==> config.mk <==
export PLATFORM = sky130hd
export DESIGN_NAME = nlm_blend_out
export DESIGN_NICKNAME = d
export VERILOG_FILES = /design/src/rtl/nlm_blend_out.sv
export SDC_FILE = /design/constraint.sdc
export NUM_CORES = 1
export LEC_CHECK = 0
export CAP_MARGIN = 15
export CORE_AREA = 10 10 144 146
export CTS_BUF_LIST = sky130_fd_sc_hd__clkbuf_4 sky130_fd_sc_hd__clkbuf_8
export CTS_CLUSTER_DIAMETER = 150
export DETAILED_ROUTE_END_ITERATION = 6
export DIE_AREA = 0 0 154 156
export SLEW_MARGIN = 10
export SYNTH_ARGS = -nofsm -noshare
export SYNTH_HDL_FRONTEND = slang
export SYNTH_SLANG_ARGS = --single-unit
==> constraint.sdc <==
create_clock -name clk -period 7.1 [get_ports clk]
set_clock_uncertainty 0.15 [all_clocks]
set_input_delay 1.42 -clock clk [delete_from_list [all_inputs] [get_ports clk]]
set_output_delay 1.42 -clock clk [all_outputs]
set_load 0.02 [all_outputs]
==> src/rtl/nlm_blend_out.sv <==
// nlm_blend_out: output stage behind the NLM core.
// Blends the original and denoised pixels with a per-frame strength alpha in 1/16 steps.
// Re-times valid and the line/frame syncs to the blended data.
// Also checks frame geometry against IMAGE_WIDTH x IMAGE_HEIGHT.
// Optional feature macro: NLM_BLEND_DELTA_CLAMP_EN.
//   When defined, the module has a max_delta_i port and an extra stage S0.
//   S0 clamps the denoised pixel to orig +/- max_delta_i.
//   This raises the latency from 2 cycles to 3.
module nlm_blend_out #(
    parameter int DATA_WIDTH   = 12,
    parameter int IMAGE_WIDTH  = 1920,
    parameter int IMAGE_HEIGHT = 1080,
    parameter int CNT_WIDTH    = 12
) (
    input  logic                  clk,
    input  logic                  rst_n,
    input  logic                  valid_i,
    input  logic                  frame_sync_i,
    input  logic                  line_sync_i,
    input  logic [DATA_WIDTH-1:0] pix_original_i,
    input  logic [DATA_WIDTH-1:0] pix_denoise_i,
`ifdef NLM_BLEND_DELTA_CLAMP_EN
    input  logic [DATA_WIDTH-1:0] max_delta_i,
`endif
    input  logic [4:0]            alpha_i,
    output logic [DATA_WIDTH-1:0] pix_o,
    output logic                  valid_o,
    output logic                  line_sync_o,
    output logic                  frame_sync_o,
    output logic                  geom_err_o
);

    localparam int PW = DATA_WIDTH + 5;
    localparam int SW = DATA_WIDTH + 6;
    localparam logic [CNT_WIDTH-1:0] W_C   = CNT_WIDTH'(IMAGE_WIDTH);
    localparam logic [CNT_WIDTH-1:0] H_C   = CNT_WIDTH'(IMAGE_HEIGHT);
    localparam logic [CNT_WIDTH-1:0] ONE_C = {{(CNT_WIDTH-1){1'b0}}, 1'b1};

    // Alpha above 16 would make the (16 - a) weight wrap, so it is limited to 16.
    function automatic logic [4:0] clamp_alpha(input logic [4:0] a);
        if (a > 5'd16) begin
            return 5'd16;
        end else begin
            return a;
        end
    endfunction

    // Counters stick at all-ones instead of wrapping, so a runaway line or frame stays detectable.
    function automatic logic [CNT_WIDTH-1:0] sat_inc(input logic [CNT_WIDTH-1:0] v);
        if (v == {CNT_WIDTH{1'b1}}) begin
            return v;
        end else begin
            return v + ONE_C;
        end
    endfunction

`ifdef NLM_BLEND_DELTA_CLAMP_EN
    // Limits den to the range [orig - delta, orig + delta].
    // Both bounds are saturated to the range of the pixel.
    function automatic logic [DATA_WIDTH-1:0] clamp_delta(input logic [DATA_WIDTH-1:0] orig,
                                                          input logic [DATA_WIDTH-1:0] den,
                                                          input logic [DATA_WIDTH-1:0] delta);
        logic [DATA_WIDTH:0]   hi_ext;
        logic [DATA_WIDTH-1:0] lo;
        logic [DATA_WIDTH-1:0] hi;
        hi_ext = {1'b0, orig} + {1'b0, delta};
        if (hi_ext[DATA_WIDTH]) begin
            hi = {DATA_WIDTH{1'b1}};
        end else begin
            hi = hi_ext[DATA_WIDTH-1:0];
        end
        if (orig > delta) begin
            lo = orig - delta;
        end else begin
            lo = {DATA_WIDTH{1'b0}};
        end
        if (den < lo) begin
            return lo;
        end else if (den > hi) begin
            return hi;
        end else begin
            return den;
        end
    endfunction
`endif

    logic [4:0]            alpha_act_q;
    logic [4:0]            alpha_in_s;
    logic                  s1_en_s;
    logic                  s1_ls_s;
    logic                  s1_fs_s;
    logic [DATA_WIDTH-1:0] s1_orig_s;
    logic [DATA_WIDTH-1:0] s1_den_s;
    logic [4:0]            s1_alpha_s;
    logic [PW-1:0]         p_o_q;
    logic [PW-1:0]         p_d_q;
    logic                  v1_q;
    logic                  ls1_q;
    logic                  fs1_q;
    logic [SW-1:0]         sum_s;
    logic [DATA_WIDTH-1:0] pix_q;
    logic                  valid_q;
    logic                  ls_q;
    logic                  fs_q;
    logic [CNT_WIDTH-1:0]  col_q;
    logic [CNT_WIDTH-1:0]  col_d;
    logic [CNT_WIDTH-1:0]  row_q;
    logic [CNT_WIDTH-1:0]  row_d;
    logic                  err_q;
    logic                  err_d;
    logic                  first_q;
    logic                  first_d;

    // The frame-start pixel uses the freshly loaded alpha; every other pixel uses the shadow.
    always_comb begin
        alpha_in_s = alpha_act_q;
        if (valid_i && frame_sync_i) begin
            alpha_in_s = clamp_alpha(alpha_i);
        end else begin
            alpha_in_s = alpha_act_q;
        end
    end

    // Shadow alpha: it changes only at a valid frame start, so one frame never mixes strengths.
    always_ff @(posedge clk or negedge rst_n) begin
        if (!rst_n) begin
            alpha_act_q <= 5'd16;
        end else if (valid_i && frame_sync_i) begin
            alpha_act_q <= clamp_alpha(alpha_i);
        end else begin
            alpha_act_q <= alpha_act_q;
        end
    end

`ifdef NLM_BLEND_DELTA_CLAMP_EN
    logic                  v0_q;
    logic                  ls0_q;
    logic                  fs0_q;
    logic [DATA_WIDTH-1:0] orig0_q;
    logic [DATA_WIDTH-1:0] den0_q;
    logic [4:0]            alpha0_q;

    // S0: clamps den around orig.
    // Alpha travels along because it was already resolved at the input.
    always_ff @(posedge clk or negedge rst_n) begin
        if (!rst_n) begin
            v0_q     <= 1'b0;
            ls0_q    <= 1'b0;
            fs0_q    <= 1'b0;
            orig0_q  <= {DATA_WIDTH{1'b0}};
            den0_q   <= {DATA_WIDTH{1'b0}};
            alpha0_q <= 5'd16;
        end else begin
            v0_q  <= valid_i;
            ls0_q <= line_sync_i & valid_i;
            fs0_q <= frame_sync_i & valid_i;
            if (valid_i) begin
                orig0_q  <= pix_original_i;
                den0_q   <= clamp_delta(pix_original_i, pix_denoise_i, max_delta_i);
                alpha0_q <= alpha_in_s;
            end else begin
                orig0_q  <= orig0_q;
                den0_q   <= den0_q;
                alpha0_q <= alpha0_q;
            end
        end
    end

    // S1 is fed by the clamp stage.
    always_comb begin
        s1_en_s    = v0_q;
        s1_ls_s    = ls0_q;
        s1_fs_s    = fs0_q;
        s1_orig_s  = orig0_q;
        s1_den_s   = den0_q;
        s1_alpha_s = alpha0_q;
    end
`else
    // S1 is fed directly by the ports; syncs count only together with valid.
    always_comb begin
        s1_en_s    = valid_i;
        s1_ls_s    = line_sync_i & valid_i;
        s1_fs_s    = frame_sync_i & valid_i;
        s1_orig_s  = pix_original_i;
        s1_den_s   = pix_denoise_i;
        s1_alpha_s = alpha_in_s;
    end
`endif

    // S1: weighted products.
    // Data holds during bubbles; the valid and sync flags always advance.
    always_ff @(posedge clk or negedge rst_n) begin
        if (!rst_n) begin
            v1_q  <= 1'b0;
            ls1_q <= 1'b0;
            fs1_q <= 1'b0;
            p_o_q <= {PW{1'b0}};
            p_d_q <= {PW{1'b0}};
        end else begin
            v1_q  <= s1_en_s;
            ls1_q <= s1_ls_s;
            fs1_q <= s1_fs_s;
            if (s1_en_s) begin
                p_o_q <= PW'(s1_orig_s) * PW'(5'd16 - s1_alpha_s);
                p_d_q <= PW'(s1_den_s) * PW'(s1_alpha_s);
            end else begin
                p_o_q <= p_o_q;
                p_d_q <= p_d_q;
            end
        end
    end

    // Round to nearest.
    // The weights sum to 16, so the shifted result always fits in DATA_WIDTH bits.
    always_comb begin
        sum_s = SW'(p_o_q) + SW'(p_d_q) + SW'(8);
    end

    // S2: registered outputs; pix_o holds its last value across bubbles.
    always_ff @(posedge clk or negedge rst_n) begin
        if (!rst_n) begin
            valid_q <= 1'b0;
            ls_q    <= 1'b0;
            fs_q    <= 1'b0;
            pix_q   <= {DATA_WIDTH{1'b0}};
        end else begin
            valid_q <= v1_q;
            ls_q    <= ls1_q;
            fs_q    <= fs1_q;
            if (v1_q) begin
                pix_q <= DATA_WIDTH'(sum_s >> 4);
            end else begin
                pix_q <= pix_q;
            end
        end
    end

    // Geometry next state.
    // Line and frame length are checked when the next sync arrives.
    // No check is made before the first frame start after reset.
    always_comb begin
        col_d   = col_q;
        row_d   = row_q;
        err_d   = err_q;
        first_d = first_q;
        if (valid_i) begin
            if (frame_sync_i) begin
                if (!first_q && ((row_q != H_C) || (col_q != W_C))) begin
                    err_d = 1'b1;
                end else begin
                    err_d = err_q;
                end
                first_d = 1'b0;
                col_d   = ONE_C;
                row_d   = ONE_C;
            end else if (line_sync_i) begin
                if (!first_q && (col_q != W_C)) begin
                    err_d = 1'b1;
                end else begin
                    err_d = err_q;
                end
                col_d = ONE_C;
                row_d = sat_inc(row_q);
            end else begin
                col_d = sat_inc(col_q);
            end
        end else begin
            col_d = col_q;
        end
    end

    // Geometry state; the error flag is sticky until the next reset.
    always_ff @(posedge clk or negedge rst_n) begin
        if (!rst_n) begin
            col_q   <= {CNT_WIDTH{1'b0}};
            row_q   <= {CNT_WIDTH{1'b0}};
            err_q   <= 1'b0;
            first_q <= 1'b1;
        end else begin
            col_q   <= col_d;
            row_q   <= row_d;
            err_q   <= err_d;
            first_q <= first_d;
        end
    end

    assign pix_o        = pix_q;
    assign valid_o      = valid_q;
    assign line_sync_o  = ls_q;
    assign frame_sync_o = fs_q;
    assign geom_err_o   = err_q;

endmodule
Word-level counts from Yosys, hierarchy flattened

Cells that the tools add are included.

Latch bits: 0
Output and inout bits: 16
ROM bits: 0
Memories kept: 0
Memory bits (writable): 0
Input bits: 34
Word-level logic and storage cells: 54
Bits in registers: 81

Shift operators: 0
Magnitude comparators: 1
Bitwise operators: 2
Mux-type cells: 12
$mul: 2
Div/mod/pow operators: 0
Eq/ne operators: 7
Add/subtract/negate cells: 5
Reduce and logical (&&, ||, !) cells: 11

Operators with widths:

| kind                                                    | number |
|---|---|
| 2-to-1 mux 12 bit                                       | 6 |
| adder 12 x 1 -> 12 bit, second input constant           | 2 |
| == test 12 bit, second input constant                   | 2 |
| inequality test 12 x 11 -> 1 bit, second input constant | 2 |
| adder 16 bit                                            | 1 |
| adder 16 x 4 -> 16 bit, second input constant           | 1 |
| multiplier 12 x 5 -> 16 bit                             | 1 |
| multiplier 13 x 6 -> 16 bit                             | 1 |
| 2-to-1 mux 5 bit                                        | 2 |
| subtractor 5 x 5 -> 6 bit, first input constant         | 1 |
| greater-than comparator 5 bit, second input constant    | 1 |
| 2-to-1 mux 1 bit                                        | 4 |
| AND reduction 2 bit                                     | 2 |
| AND reduction 4 bit                                     | 1 |
| nonzero test 2 bit                                      | 2 |
| logical AND 1 bit                                       | 3 |
| inequality test 3 bit, second input constant            | 1 |
| AND reduction 3 bit                                     | 1 |
| bitwise AND 1 bit                                       | 2 |
| inequality test 2 x 1 -> 1 bit, second input constant   | 1 |
| inequality test 2 bit, second input constant            | 1 |
| logical NOT 1 bit                                       | 1 |
| logical OR 1 bit                                        | 1 |

Logic depth before layout (Yosys ltp)

Gate-level depths: netlist (run 1).

Depth in word-level cells: 5
Gate-level depth with buffers: 25
Mapped depth without buffers: 23

Least setup slack after synthesis (run 1)

No wires, ideal clock.

Path type: input to register
From: input port valid_i
To: register p_o_q[14]
Arrival time: 7.041 ns
Library setup time: 0.087 ns
Setup slack: -0.178 ns
Path buffers: 3
Stages on the path: 24
Cell sequence: buf_2 and4b_1 nor2_1 clkbuf_1 ha_1 inv_1 or3_1 clkbuf_1 and2_1 nand2_1 fa_1 fa_1 inv_1 fa_1 inv_1 fa_1 fa_1 nor2b_1 o21ai_0 a21boi_0 o311a_1 o21bai_1 a2111o_1 o211ai_1

Cells in the longest elaborated chain, start to end: 4

RTL lines:

| what                        | RTL line | text |
|---|---|---|
| from (decl)                 | 17       | `input logic valid_i,` |
| logical AND 1 bit           | 117      | `if (valid_i && frame_sync_i) begin` |
| 2-to-1 mux 5 bit            | 117      |  |
| subtractor 5 x 5 -> 6 bit   | 204      | `p_o_q <= PW'(s1_orig_s) * PW'(5'd16 - s1_alpha_s);` |
| multiplier 13 x 6 -> 16 bit | 204      |  |
| to (signal assigned)        | 197      | `p_o_q <= {PW{1'b0}};` |
| to (signal assigned)        | 204      |  |
| to (signal assigned)        | 207      | `p_o_q <= p_o_q;` |
| to (decl)                   | 95       | `logic [PW-1:0] p_o_q;` |

Several ways; a longest one is shown, not always the timed one.
A chain may end at the register's enable or synchronous reset.

Worst setup path after layout (run 1)

From: input port alpha_i[4]
To: register p_o_q[14]

Cells in the longest elaborated chain, start to end: 5

RTL lines:

| what                          | RTL line | text |
|---|---|---|
| from (decl)                   | 25       | `input logic [4:0] alpha_i,` |
| greater-than comparator 5 bit | 41       | `if (a > 5'd16) begin` |
| 2-to-1 mux 5 bit *            | 41       |  |
| 2-to-1 mux 5 bit *            | 117      |  |
| subtractor 5 x 5 -> 6 bit *   | 204      |  |
| multiplier 13 x 6 -> 16 bit * | 204      |  |

Mark *: on every way between the ends. The rest lies on a longest branch, timed or not.

==> impl_metrics.toml, run 1 <==
[synth]
async_reset_ff_frac = 1.000
synthCells = 819
syn_area_sq_um = 7939
synth_most_common_cell = "inv_1"
synth-edff-count = 0
synth_common_cells = "92 x inv_1, 87 x ha_1, 84 x nand2_1"
synth_seq_area_share = 0.2556
synth_area_per_cell_sq_um = 9.693
ys_warn_count = 0
ys.flop_type = "dfrtp_1"
synth_area_leaders = "dfrtp_1 25%, fa_1 18%, ha_1 14%"
ys_ff_latch = 81
syn_nets = 1010
yosysTopAreaCellShare = 0.2490
yosysUniqueCellTypes = 65
yosysTopAreaCell = "dfrtp_1"

[timing]
worst_pin_slew_ps = 1045
maxSlewViolCount = 0
fin_tns_setup_ps = 0
rsz0062_at_grt = "false"
holdWs_ps = 205.8
post-route-min-period_ps = 6743
slew_headroom = 0.3034
hold_viol_final = 0
max_freq_mhz = 148.3
fin_crit_sh = 0.9497
setup_violations = 0

[layout]
final_cells = 1129
regArea_sq_um = 2029
syn2layout_area_growth_pct = 15.02
fin_area_sq_um = 9131
nFillCells = 1680
multi_input_area_sq_um = 5473
drive_gt1_frac = 0.1123
fin_nets = 1085

[route]
ant_nets = 0
via_count = 5714
drtIter0Drc = 202
wirelength_um = 16980
wl_per_cell_um = 15.04
dr_wl_met2_um = 7923
highest_layer = "met4"
dr_wl_met3_um = 636
drc = 0
m1WireLength_um = 8305
drtPass1Iterations = 4
vias_per_cell = 5.061

[clock_network]
clk_pin_slew_ps = 90
clk_latency_ps = 370
cts_root_buf = "clkbuf_8"
cts.path.max_buffers = 2
htree_levels = 3
numClockSinks = 81
cts-buffers-inserted = 9
cts_tree = "done"

[setup_path]
r2r_end = "p_o_q[14]"
start_kind = "primary input"
critPathMaxFanout = 4
critical_path_class = "in -> reg"
crit_start = "alpha_i[4]"
regToRegStartpoint = "alpha_act_q[1]"
crit_path_end_kind = "flop"
reg2regPathDepth = 21
crit_path_end = "p_o_q[14]"
arrival_ps = 6890
r2r_setup_slack_ps = 1640
crit_required_ps = 7240

[global_route]
overflow = 0
grtUsageTotal = 0.1454
grt_pass1_wl_um = 29150
grt_start_max_net_pins = 82
grt_antenna_before_repair = 1
first_global_vias = 5911

[run_status]
status = "finished, final reports clean"

[floorplan]
die_w_um = 154
core-area_sq_um = 17840
initial_core_util = 0.4450
ios = 50
die_y_um = 156
dieArea_sq_um = 24020
rows = 49

[placed_design]
dp_cells = 1112
dpl-instance-area_sq_um = 8910
portBuffers = 49
gp_congestion = 0.8015
dp_hpwl_um = 13550

[power]
power_density_nw_per_um2 = 360.1
ir_drop_uv = 142.2
leakage_nw = 4.547
p_total_mw = 3.288

[job]
drv_cap = 0

[worst_hold_path]
hold_class = "reg -> reg"
worst max-delay path: stages:
cell and delay, ps:
clkdlybuf4s50_1 510, and4b_1 200, a21o_1 170, inv_2 60
ha_1 150, inv_1 50, or3_1 380, and2_1 190
nand2_1 100, fa_1 450, fa_1 540, inv_1 50
fa_1 530, inv_1 50, fa_1 490, fa_2 420
nor2b_1 110, o21ai_1 90, a21boi_1 180, o311a_1 230
o21bai_1 90, a2111o_1 370, o211ai_1 80
registers in the layout, indices dropped and copies added (netlist names):
name / flops
frame_sync_o: 1
pix_o: 12
p_o_q: 16
fs1_q: 1
ls1_q: 1
p_d_q: 16
valid_o: 1
geom_err_o: 1
row_q: 12
line_sync_o: 1
alpha_act_q: 5
v1_q: 1
first_q: 1
col_q: 12
where the power goes:
| group | leakage, nW | internal [mW] | switching [mW] | total [mW] |
|---|---|---|---|---|
| Sequential | 1.01 | 0.594 | 0.0822 | 0.676 |
| Combinational | 3.44 | 1.10 | 1.15 | 2.25 |
| Clock | 0.100 | 0.170 | 0.193 | 0.363 |
| Total | 4.55 | 1.86 | 1.42 | 3.29 |
worst min path at each step:
stage	startpoint	endpoint	slack, ps	cells past startpoint
6_report	fs1_q	frame_sync_o	210	0
5_1_grt	ls1_q	line_sync_o	220	0
4_1_cts	fs1_q	frame_sync_o	210	0
3_5_place_dp	fs1_q	frame_sync_o	190	0
3_3_place_gp	fs1_q	frame_sync_o	180	0
2_1_floorplan	fs1_q	frame_sync_o	180	0
timing repair:
action / in CTS / in global routing
endpoints found under the setup margin: 0 / 4
hold buffers: 0 / 0
gates resized for setup: 0 / 4
buffers inserted: 0 / 0
stage by stage:
| step | utilization | setup WS, ps |
|---|---|---|
| floorplan | - | -2.923 |
| global placement | 0.4994 | -125.8 |
| detailed placement | 0.4994 | -206.0 |
| CTS | 0.5111 | 206.9 |
| global route | 0.5117 | 29.85 |
| finish | 0.5118 | 356.8 |
cell usage in the layout (no fill, tap or decap), types with 6 or more instances in the layout:
cell type and instances:
a21o_1 16, a21oi_1 25, and2_1 34, and3_1 12, buf_4 40, clkbuf_8 9
clkdlybuf4s50_1 46, dfrtp_1 79, fa_1 69, ha_1 87, inv_1 92, mux2_2 23
nand2_1 84, nand2b_1 6, nand3_1 8, nand4_1 9, nor2_1 52, nor2b_1 22
nor3_1 9, o21a_1 8, o21ai_0 22, or3_1 8, xnor2_1 32, xor2_1 25
kinds of logic (layout without fill, tap and decap cells):
group	after synthesis	after routing	synth area share
adders and majority gates	157	157	0.3136
other	0	1	0
xor gates and xnor gates	57	57	0.06288
muxes	26	26	0.03704
buffers and inverters	118	198	0.05658
AOI/OAI and AO/OA	117	117	0.1081
DFF	81	81	0.2556
and+or+nand+nor	263	263	0.1661
area by class of cell:
type                       count  area share
tap                          229     0.03138
timing repair buffer          88     0.08523
multi-input combinational    620      0.5993
sequential                    81      0.2223
clock inverter                 7    0.009318
clock buffer                   9     0.01357
inverter                      94     0.03864
antenna                        1   0.0002740
per-layer routing:
layer	vias to the layer above	global-route usage
met2	58	0.2319
met4	0	0.02834
met5	-	0
met1	2766	0.2024
met3	9	0.02592
li1	2881	-
Note: power is estimated with default switching activity, not from simulation.
==> run 2, diff against run 1 <==
--- a/config.mk
+++ b/config.mk
@@ -11,7 +11,6 @@
 export CTS_CLUSTER_DIAMETER = 150
 export DETAILED_ROUTE_END_ITERATION = 6
 export DIE_AREA = 0 0 154 156
-export SLEW_MARGIN = 10
 export SYNTH_ARGS = -nofsm -noshare
 export SYNTH_HDL_FRONTEND = slang
 export SYNTH_SLANG_ARGS = --single-unit
==> results of run 2 <==
Same layout as run 1: the final DEF is identical, and so are final timing and power.
==> run 3, diff against run 2 <==
--- a/config.mk
+++ b/config.mk
@@ -11,6 +11,7 @@
 export CTS_CLUSTER_DIAMETER = 150
 export DETAILED_ROUTE_END_ITERATION = 6
 export DIE_AREA = 0 0 154 156
+export GPL_TIMING_DRIVEN = 0
 export SYNTH_ARGS = -nofsm -noshare
 export SYNTH_HDL_FRONTEND = slang
 export SYNTH_SLANG_ARGS = --single-unit
==> run 3 against run 2 <==
Against the previous run:
- sequential share of layout area fell by 0.21 points
- total power fell by 2.4%
- critical endpoint is now p_o_q[15]
- final area rose by 0.97%
==> impl_metrics.toml, run 3 (synthesis results as in run 1) <==
[floorplan]
core-area_sq_um = 17840
dieArea_sq_um = 24020
ios = 50
die_w_um = 154
rows = 49
initial_core_util = 0.4450
die_y_um = 156

[placed_design]
dp_hpwl_um = 13850
gp_congestion = 0.8172
portBuffers = 49
dp_cells = 1098
dp_slack_ps = -1583

[setup_path]
arrival_ps = 6890
r2r_end = "p_o_q[15]"
regToRegStartpoint = "alpha_act_q[1]"
critPathMaxFanout = 6
reg2regPathDepth = 23
crit_required_ps = 7200
critical_path_class = "in -> reg"
crit_path_end_kind = "flop"
r2r_setup_slack_ps = 1500
start_kind = "primary input"

[clock_network]
cts_hold_buf = 0
cts_root_buf = "clkbuf_8"
cts.path.max_buffers = 2
cts-buffers-inserted = 9
clk_pin_slew_ps = 90
cts_tree = "done"
clk_latency_ps = 370
numClockSinks = 81
htree_levels = 3

[layout]
regArea_sq_um = 2029
final_common_cell = "inv_1"
reg_top3 = "p_d_q x16, p_o_q x16"
layout_common_cells = "90 x inv_1, 85 x ha_1, 82 x nand2_1"
final_cells = 1128
nFillCells = 1651
drive_gt1_frac = 0.1136
multi_input_area_sq_um = 5583
post-route-util = 0.5168
syn2layout_area_growth_pct = 16.14
fin_nets = 1084

[global_route]
first_global_vias = 5887
grtUsageTotal = 0.1443
grt_antenna_before_repair = 0
overflow = 0
grt_pass1_wl_um = 28910
grt_start_max_net_pins = 63

[worst_hold_path]
hold_class = "reg -> reg"
holdPathEnd = "frame_sync_o"
hold_path_depth = 0
min_from = "fs1_q"

[power]
leakage_nw = 4.524
power_density_nw_per_um2 = 348.1
ir_drop_uv = 158.9

[route]
drtPass1Iterations = 4
drc = 0
wl_per_cell_um = 15.27
wirelength_um = 17230
drtIter0Drc = 230
via_count = 5797
vias_per_cell = 5.139
ant_nets = 0

[timing]
post-route-min-period_ps = 6792
fin_tns_setup_ps = 0
final.setup.worst_slack_ps = 308.4
setup_violations = 0
worst_pin_slew_ps = 664.9
hold_viol_final = 0
slew_headroom = 0.5510
max_freq_mhz = 147.2
rsz0062_at_grt = "false"
fin_crit_sh = 0.9566
maxSlewViolCount = 0

[job]
drv_cap = 0

[run_status]
status = "finished, final reports clean"
## run 3: cell count changes in the layout (fill, tap and decap cells not counted), moves of 3 or more
cell      previous run  this run
buf_4               40        16
buf_1                0         6
buf_6                0         3
clkbuf_1             0         8
## run 3: where the power goes
group / internal [mW] / switching [mW] / total [mW]
clock network: 0.170 / 0.190 / 0.359
registers: 0.594 / 0.0826 / 0.677
logic: 1.04 / 1.14 / 2.17
total: 1.80 / 1.41 / 3.21
## run 3: layout make-up
| type | count | share of cell area |
|---|---|---|
| Clock inverter | 7 | 0.009228 |
| Timing Repair Buffer | 65 | 0.06758 |
| Sequential cell | 81 | 0.2201 |
| Multi-Input combinational cell | 620 | 0.6055 |
| Buffer | 22 | 0.01452 |
| Tap cell | 229 | 0.03108 |
| Clock buffer | 9 | 0.01343 |
| Inverter | 94 | 0.03827 |
| Antenna cell | 1 | 0.0002714 |
## run 3: critical path, stage by stage
cell,delay [ps]
clkdlybuf4s50_1,390
and4b_2,270
buf_4,150
a2111oi_4,380
nand2_2,140
xnor2_2,160
buf_6,150
nand2b_1,150
fa_1,460
fa_1,490
inv_1,50
fa_1,490
inv_2,40
fa_2,600
inv_2,50
ha_4,240
a211oi_4,260
o21a_1,180
nor3_1,70
a211oi_2,270
a21oi_1,110
xnor2_1,260
a21oi_1,100
## run 3: metrics by stage
| stage | hold slack, ps | area, sq um | power, mW |
|---|---|---|---|
| after floorplan | 181.2 | 7945 | 2.274 |
| after global placement | 183.4 | 8722 | 2.786 |
| after detailed placement | 188.5 | 8747 | 2.802 |
| after CTS | 211.1 | 9111 | 3.221 |
| after global routing | 223.1 | 9218 | 3.575 |
| final | 207.9 | 9220 | 3.210 |
## run 3: worst max-delay path by stage
stage	to	startpoint	cells past startpoint	slack (ps)
after floorplan	p_o_q[14]	valid_i	24	-3
after global placement	p_o_q[15]	frame_sync_i	26	-1590
after detailed placement	p_o_q[15]	frame_sync_i	26	-1580
after CTS	p_o_q[15]	valid_i	26	60
after global routing	p_o_q[15]	alpha_i[1]	22	1
final	p_o_q[15]	alpha_i[1]	23	310
## run 3: per-layer routing
metal	vias to the layer above	track usage	part of all wire	wire length [um]
li1	2883	-	-	-
met1	2840	0.1890	0.48	8303
met2	66	0.2425	0.48	8282
met3	8	0.03060	0.030	525
met4	0	0.02429	0.0068	117
met5	-	0	0	0
## run 3: what timing repair did
| item | in CTS | in global routing |
|---|---|---|
| gates resized for setup | 30 | 17 |
| gates cloned | 0 | 0 |
| setup endpoints to repair | 10 | 4 |
| pin swaps | 12 | 17 |
| setup buffers | 9 | 6 |
